<file path="config.mk">
export PLATFORM = sky130hd
export DESIGN_NAME = ffe_mac_ctrl
export DESIGN_NICKNAME = d
export VERILOG_FILES = /design/src/rtl/ffe_mac_ctrl.sv
export SDC_FILE = /design/constraint.sdc
export NUM_CORES = 1
export LEC_CHECK = 0
export ABC_CLOCK_PERIOD_IN_PS = 3700
export CORE_MARGIN = 10
export CORE_UTILIZATION = 45
export CTS_CLUSTER_DIAMETER = 150
export DETAILED_ROUTE_END_ITERATION = 7
export PLACE_DENSITY_LB_ADDON = 0.25
export SYNTH_ARGS = -nofsm -noshare
export SYNTH_HDL_FRONTEND = slang
export SYNTH_SLANG_ARGS = --single-unit
</file>
<file path="constraint.sdc">
create_clock -name clk -period 3.7 [get_ports clk]
set_input_delay 0.74 -clock clk [delete_from_list [all_inputs] [get_ports clk]]
set_output_delay 0.74 -clock clk [all_outputs]
set_load 0.05 [all_outputs]
</file>
<file path="src/rtl/ffe_mac_ctrl.sv">
// Sequences one FFE tap window per accepted sample: starts the external tap counter,
// steps tap_idx alongside it, frames the MAC accumulator and hands the result downstream.
//
// state | meaning
// IDLE  | waiting for an input sample, in_ready high
// START | one-cycle counter start pulse, accumulator clear
// RUN   | accumulating taps, waiting for Counter_done
// OUT   | result valid, waiting for out_ready
module ffe_mac_ctrl #(
   parameter int NUM_TAPS = 3,
   parameter int TIMEOUT  = 4,
   parameter int TAP_W    = $clog2(NUM_TAPS + 1)
) (
   input  logic             clk,
   input  logic             rst,
   input  logic             in_valid,
   output logic             in_ready,
   output logic             Counter_enable,
   input  logic             Counter_done,
   output logic [TAP_W-1:0] tap_idx,
   output logic             acc_clear,
   output logic             acc_en,
   output logic             out_valid,
   input  logic             out_ready,
   output logic             err_sync,
   output logic             err_timeout,
   input  logic             err_clr
);

   localparam int WD_MAX = NUM_TAPS + TIMEOUT;
   localparam int WD_W   = $clog2(WD_MAX + 1);

   typedef enum logic [1:0] {
      S_IDLE  = 2'd0,
      S_START = 2'd1,
      S_RUN   = 2'd2,
      S_OUT   = 2'd3
   } state_t;

   state_t            state_q, state_d;
   logic [TAP_W-1:0]  tap_q, tap_d;
   logic [WD_W-1:0]   wdog_q, wdog_d;
   logic              err_sync_q, err_sync_d;
   logic              err_timeout_q, err_timeout_d;

   always_ff @(posedge clk) begin
      if (rst) begin
         state_q       <= S_IDLE;
         tap_q         <= '0;
         wdog_q        <= '0;
         err_sync_q    <= 1'b0;
         err_timeout_q <= 1'b0;
      end else begin
         state_q       <= state_d;
         tap_q         <= tap_d;
         wdog_q        <= wdog_d;
         err_sync_q    <= err_sync_d;
         err_timeout_q <= err_timeout_d;
      end
   end

   always_comb begin
      state_d       = state_q;
      tap_d         = tap_q;
      wdog_d        = wdog_q;
      // Clear first so a same-cycle error event below overrides it.
      err_sync_d    = err_clr ? 1'b0 : err_sync_q;
      err_timeout_d = err_clr ? 1'b0 : err_timeout_q;
      unique case (state_q)
         S_IDLE: begin
            if (in_valid) state_d = S_START;
         end
         S_START: begin
            tap_d   = TAP_W'(1);
            wdog_d  = '0;
            state_d = S_RUN;
         end
         S_RUN: begin
            if (Counter_done) begin
               if (tap_q == TAP_W'(NUM_TAPS)) begin
                  state_d = S_OUT;
               end else begin
                  err_sync_d = 1'b1;
                  state_d    = S_IDLE;
               end
            end else if (wdog_q == WD_W'(WD_MAX - 1)) begin
               // This cycle's increment would reach the limit: done is lost.
               err_timeout_d = 1'b1;
               state_d       = S_IDLE;
            end else begin
               if (tap_q != TAP_W'(NUM_TAPS)) tap_d = tap_q + TAP_W'(1);
               wdog_d = wdog_q + WD_W'(1);
            end
         end
         S_OUT: begin
            if (out_ready) state_d = S_IDLE;
         end
         default: state_d = S_IDLE;
      endcase
   end

   assign in_ready       = (state_q == S_IDLE);
   assign Counter_enable = (state_q == S_START);
   assign acc_clear      = (state_q == S_START);
   assign acc_en         = (state_q == S_RUN);
   assign out_valid      = (state_q == S_OUT);
   assign tap_idx        = (state_q == S_RUN) ? tap_q : '0;
   assign err_sync       = err_sync_q;
   assign err_timeout    = err_timeout_q;

endmodule

</file>
# After elaboration in Yosys (flattened, before gate mapping)
# Cells that the tools add are included.
[totals]
reg_bits = 9
latch_bits = 0
ramBits = 0
mem_bits_ro = 0
in_bits = 6
out_inout_bits = 9
wordCells = 46
memories = 0
[op_classes]
addsub = 2
mul = 0
div_mod_pow = 0
n_lt_le_gt_ge = 0
eq_ne = 12
shifts = 0
n_mux = 22
bitwise_logic = 0
reduce_logical = 5
[ops]
columns = ["operator", "n"]
rows = [
  ["$mux W2", 9],
  ["$mux W1", 8],
  ["$ne A2 B2 Y1 const B", 4],
  ["$pmux W2 S4", 1],
  ["$eq A2 B2 Y1 const B", 3],
  ["$mux W3", 2],
  ["$pmux W3 S2", 1],
  ["$reduce_and A3 Y1", 2],
  ["$ne A2 B1 Y1 const B", 2],
  ["$pmux W2 S2", 1],
  ["$reduce_and A4 Y1", 1],
  ["$add A3 B1 Y3 const B", 1],
  ["$eq A3 B3 Y1 const B", 1],
  ["$ne A3 B2 Y1 const B", 1],
  ["$add A2 B1 Y2 const B", 1],
  ["$eq A2 B1 Y1 const B", 1],
  ["$logic_not A2 Y1", 1],
  ["$reduce_bool A2 Y1", 1],
]

# Logic depth before layout (Yosys ltp)
[depth]
ltp_word = 5
mapped_depth = 5
ltp_nobuf = 5

# Least setup slack after synthesis
# OpenSTA, ideal clock, no wires.
[synth_path]
path_kind = "register to output"
start = "register state_q[0]"
end = "output port tap_idx[0]"
t_arrival_ns = 1.428
required_ns = 2.960
path_slack_ns = 1.532
stages_incl_launch_ff = 5
path_buffers = 0
cell_sequence = "dfxtp_1 > inv_1 > ha_1 > inv_2 > nor2_1"
[synth_between]
elab_chain_cells = 2
[synth_lines]
columns = ["item", "line_no", "source"]
rows = [
  ["start: declaration", "40", "state_t state_q, state_d;"],
  ["start signal: assignment", "54", "state_q <= state_d;"],
  ["$eq A2 B2 Y1", "107", "assign tap_idx = (state_q == S_RUN) ? tap_q : '0;"],
  ["$mux W2", "107", ""],
  ["end: declaration", "20", "output logic [TAP_W-1:0] tap_idx,"],
]
# No other way between the ends.

# Final worst setup path
# Same ends and word-level chain as after synthesis.

==> results.py <==
metrics = {
    "critical_path": {
        "worstSetupEndpointType": "output port",
        "arrival_time_at_the_worst_endpoint_ps": 2070,
        "cp_cell_sequence": "inv_1 > ha_1 > inv_2 > nor2_1 > clkdlybuf4s50_1",
        "critical_path.n_buffers_inverters": 3,
        "worstSetupPathType": "reg -> out",
        "timing.critical_path.required_ps": 2960,
        "cp_top_family": "buffers and inverters",
        "slowest_stage": "sky130_fd_sc_hd__clkdlybuf4s50_1",
        "slowest_stage_delay_cp_ps": 810,
        "start_kind": "flop",
        "critical_path.max_fanout": 8,
    },
    "timing": {
        "max_slew.worst_pin.slew_ps": 506,
        "skew_ps": 6.32,
        "rsz0062_at_grt": "no",
        "finalCritPeriodShare": 0.759,
        "slew-limit-headroom": 0.661,
        "max_clock_freq_mhz": 356,
        "slew_viol_final": 0,
        "finalHoldViolations": 0,
        "period_minus_slack_ps": 2810,
        "finalSetupTns_ps": 0,
        "timing.final.setup_violations": 0,
    },
    "detailed_routing": {
        "drcViolationCount": 0,
        "ant_nets": 0,
        "routed_wire_length_per_instance_um": 15.3,
        "initialDrtViolationCount": 11,
        "via_total_after_detailed_routing": 567,
        "vias_per_cell": 5.91,
        "totalWireLength_um": 1470,
        "firstDrtPassIters": 4,
    },
    "synth": {
        "yosys_warnings": 0,
        "synth_top_cell_area_share": 0.304,
        "top_cells_by_instance_count_after_synthesis": "sky130_fd_sc_hd__dfxtp_1, sky130_fd_sc_hd__ha_1, sky130_fd_sc_hd__inv_1",
        "synth_async_sr_flop_share": 0,
        "synth_sequential_area_ratio": 0.304,
        "ys_ff_latch": 9,
        "count_of_flip_flops_with_a_built_in_enable_after_synthesis": 0,
        "mappedNetlistArea_um2": 593,
        "synth_top_flop_cell": "sky130_fd_sc_hd__dfxtp_1",
        "netlist.top_cell.by_area": "sky130_fd_sc_hd__dfxtp_1",
        "ys_types": 29,
        "syn_nets": 79,
        "yosys.cell_count.top_type": "sky130_fd_sc_hd__dfxtp_1",
        "synth_cells": 65,
        "post_synthesis_mean_instance_area_um2": 9.12,
        "synthTopCellsByArea": "sky130_fd_sc_hd__dfxtp_1, sky130_fd_sc_hd__ha_1, sky130_fd_sc_hd__inv_1",
    },
    "layout": {
        "syn2layout_area_growth_pct": 29.3,
        "number_of_antenna_repair_diodes": 0,
        "fin_util": 0.605,
        "nNetsFinal": 96,
        "final_layout_size_suffix_gt1_frac": 0.0741,
    },
    "status": {
        "run_status": "complete, no violations",
    },
    "floorplanning": {
        "die_h_um": 56.3,
        "placeableCoreArea_um2": 1270,
        "die_footprint_um2": 3170,
        "placementRows": 13,
        "initial_core_utilization": 0.467,
        "io_pins": 15,
        "floorplan.die.width_um": 56.3,
    },
    "clocking": {
        "clk_sinks": 9,
        "cts_buffers": 3,
        "worstSkewPairLatency_ps": 270,
        "path_clk_slew_ps": 70,
        "cts_buffer_depth": 2,
        "post_cts.repair.setup_buffers": 0,
        "postCtsHoldBufs": 0,
        "cts_max_level": 1,
        "tritoncts": "built",
        "post_cts_resize_count": 0,
        "cts_root_buffer": "sky130_fd_sc_hd__clkbuf_4",
    },
    "placement": {
        "buffer_ports.inserted": 14,
        "detailedPlacementHpwl_um": 1050,
        "gp_congestion": 0.767,
    },
    "run": {
        "timing.max_cap.violations": 0,
    },
    "worst_hold_path": {
        "holdCritPathClass": "reg -> reg",
    },
    "global_routing": {
        "maximum_number_of_pins_on_one_net_before_global_route_repair": 10,
        "via_count_of_the_first_global_routing_pass": 559,
        "remaining_overflow_grt": 0,
        "number_of_antenna_violations_at_the_first_check_in_global_routing": 0,
        "global_route.usage.total": 0.0987,
        "grt_pass1_wl_um": 2600,
    },
    "pwr": {
        "powerDensity_nw_per_um2": 509,
        "ir_drop_uv": 284,
        "power_leakage_nw": 0.300,
    },
}
-- state kept, by name (all words and copies together) (netlist names) --
register     flops
err_sync         1
err_timeout      1
state_q          2
tap_q            2
wdog_q           3
-- kinds of logic after synthesis --
| logic type | count (synthesis) | synth area share |
|---|---|---|
| buffers and inverters | 10 | 0.0696 |
| adders and majority gates | 8 | 0.169 |
| AOI/OAI and AO/OA | 21 | 0.276 |
| muxes | 1 | 0.0169 |
| and+or+nand+nor | 16 | 0.165 |
| DFF | 9 | 0.304 |
-- metal layers --
layer | GRT usage | vias up | part of all wire
li1 | - | 274 | -
met1 | 0.108 | 272 | 0.44
met2 | 0.155 | 17 | 0.46
met3 | 0.0517 | 4 | 0.088
met4 | 0.0412 | 0 | 0.014
met5 | 0 | - | 0
-- power breakdown --
part | switching, mW | total [mW] | internal (mW)
clock network | 0.0398 | 0.0815 | 0.0417
logic | 0.124 | 0.191 | 0.0662
registers | 0.00989 | 0.118 | 0.108
total | 0.174 | 0.390 | 0.216
-- layout by cell type, fill, tap and decap left out, drive strengths merged, types with 3 or more instances in the layout --
cell,n
inv,8
clkbuf,4
dfxtp,9
a211oi,3
a21oi,5
clkdlybuf4s50,14
ha,8
nand2b,4
-- final timing paths --
check                                             start                       to  slack, ps  cells after the start
worst max-delay path            state_q[0]$_SDFFE_PP0P_               tap_idx[0]        890                      5
worst min-delay path                err_sync$_SDFF_PP0_      err_sync$_SDFF_PP0_        470                      2
worst max register to register  state_q[0]$_SDFFE_PP0P_  state_q[0]$_SDFFE_PP0P_       2020                      5
worst min register to register      err_sync$_SDFF_PP0_      err_sync$_SDFF_PP0_        470                      2
-- cell type report --
cell class | count | area [µm²]
fill | 120 | 502
sequential | 9 | 180
multi-input combinational | 46 | 372
timing repair buffer | 14 | 140
tap | 15 | 18.8
clock buffer | 4 | 26.3
inverter | 8 | 30.0
-- worst reg2reg max path, cell delays in order (launching register included) --
cell and delay [ps]:
sky130_fd_sc_hd__dfxtp_1 380, sky130_fd_sc_hd__inv_1 110, sky130_fd_sc_hd__ha_1 310, sky130_fd_sc_hd__and3_1 190, sky130_fd_sc_hd__a2111oi_0 460, sky130_fd_sc_hd__a211oi_1 100
-- metrics by stage --
step                hold WS [ps]  power, mW  instances  cell area, µm²  setup WS (ps)
floorplan                    450      0.262         65             593           1530
global placement             455      0.305         92             741           1220
detailed placement           461      0.309         92             741           1200
CTS                          473      0.393         96             767            890
global route                 489      0.415         96             767            726
finish                       469      0.390         96             767            894
Note: power is estimated with default switching activity, not from simulation.
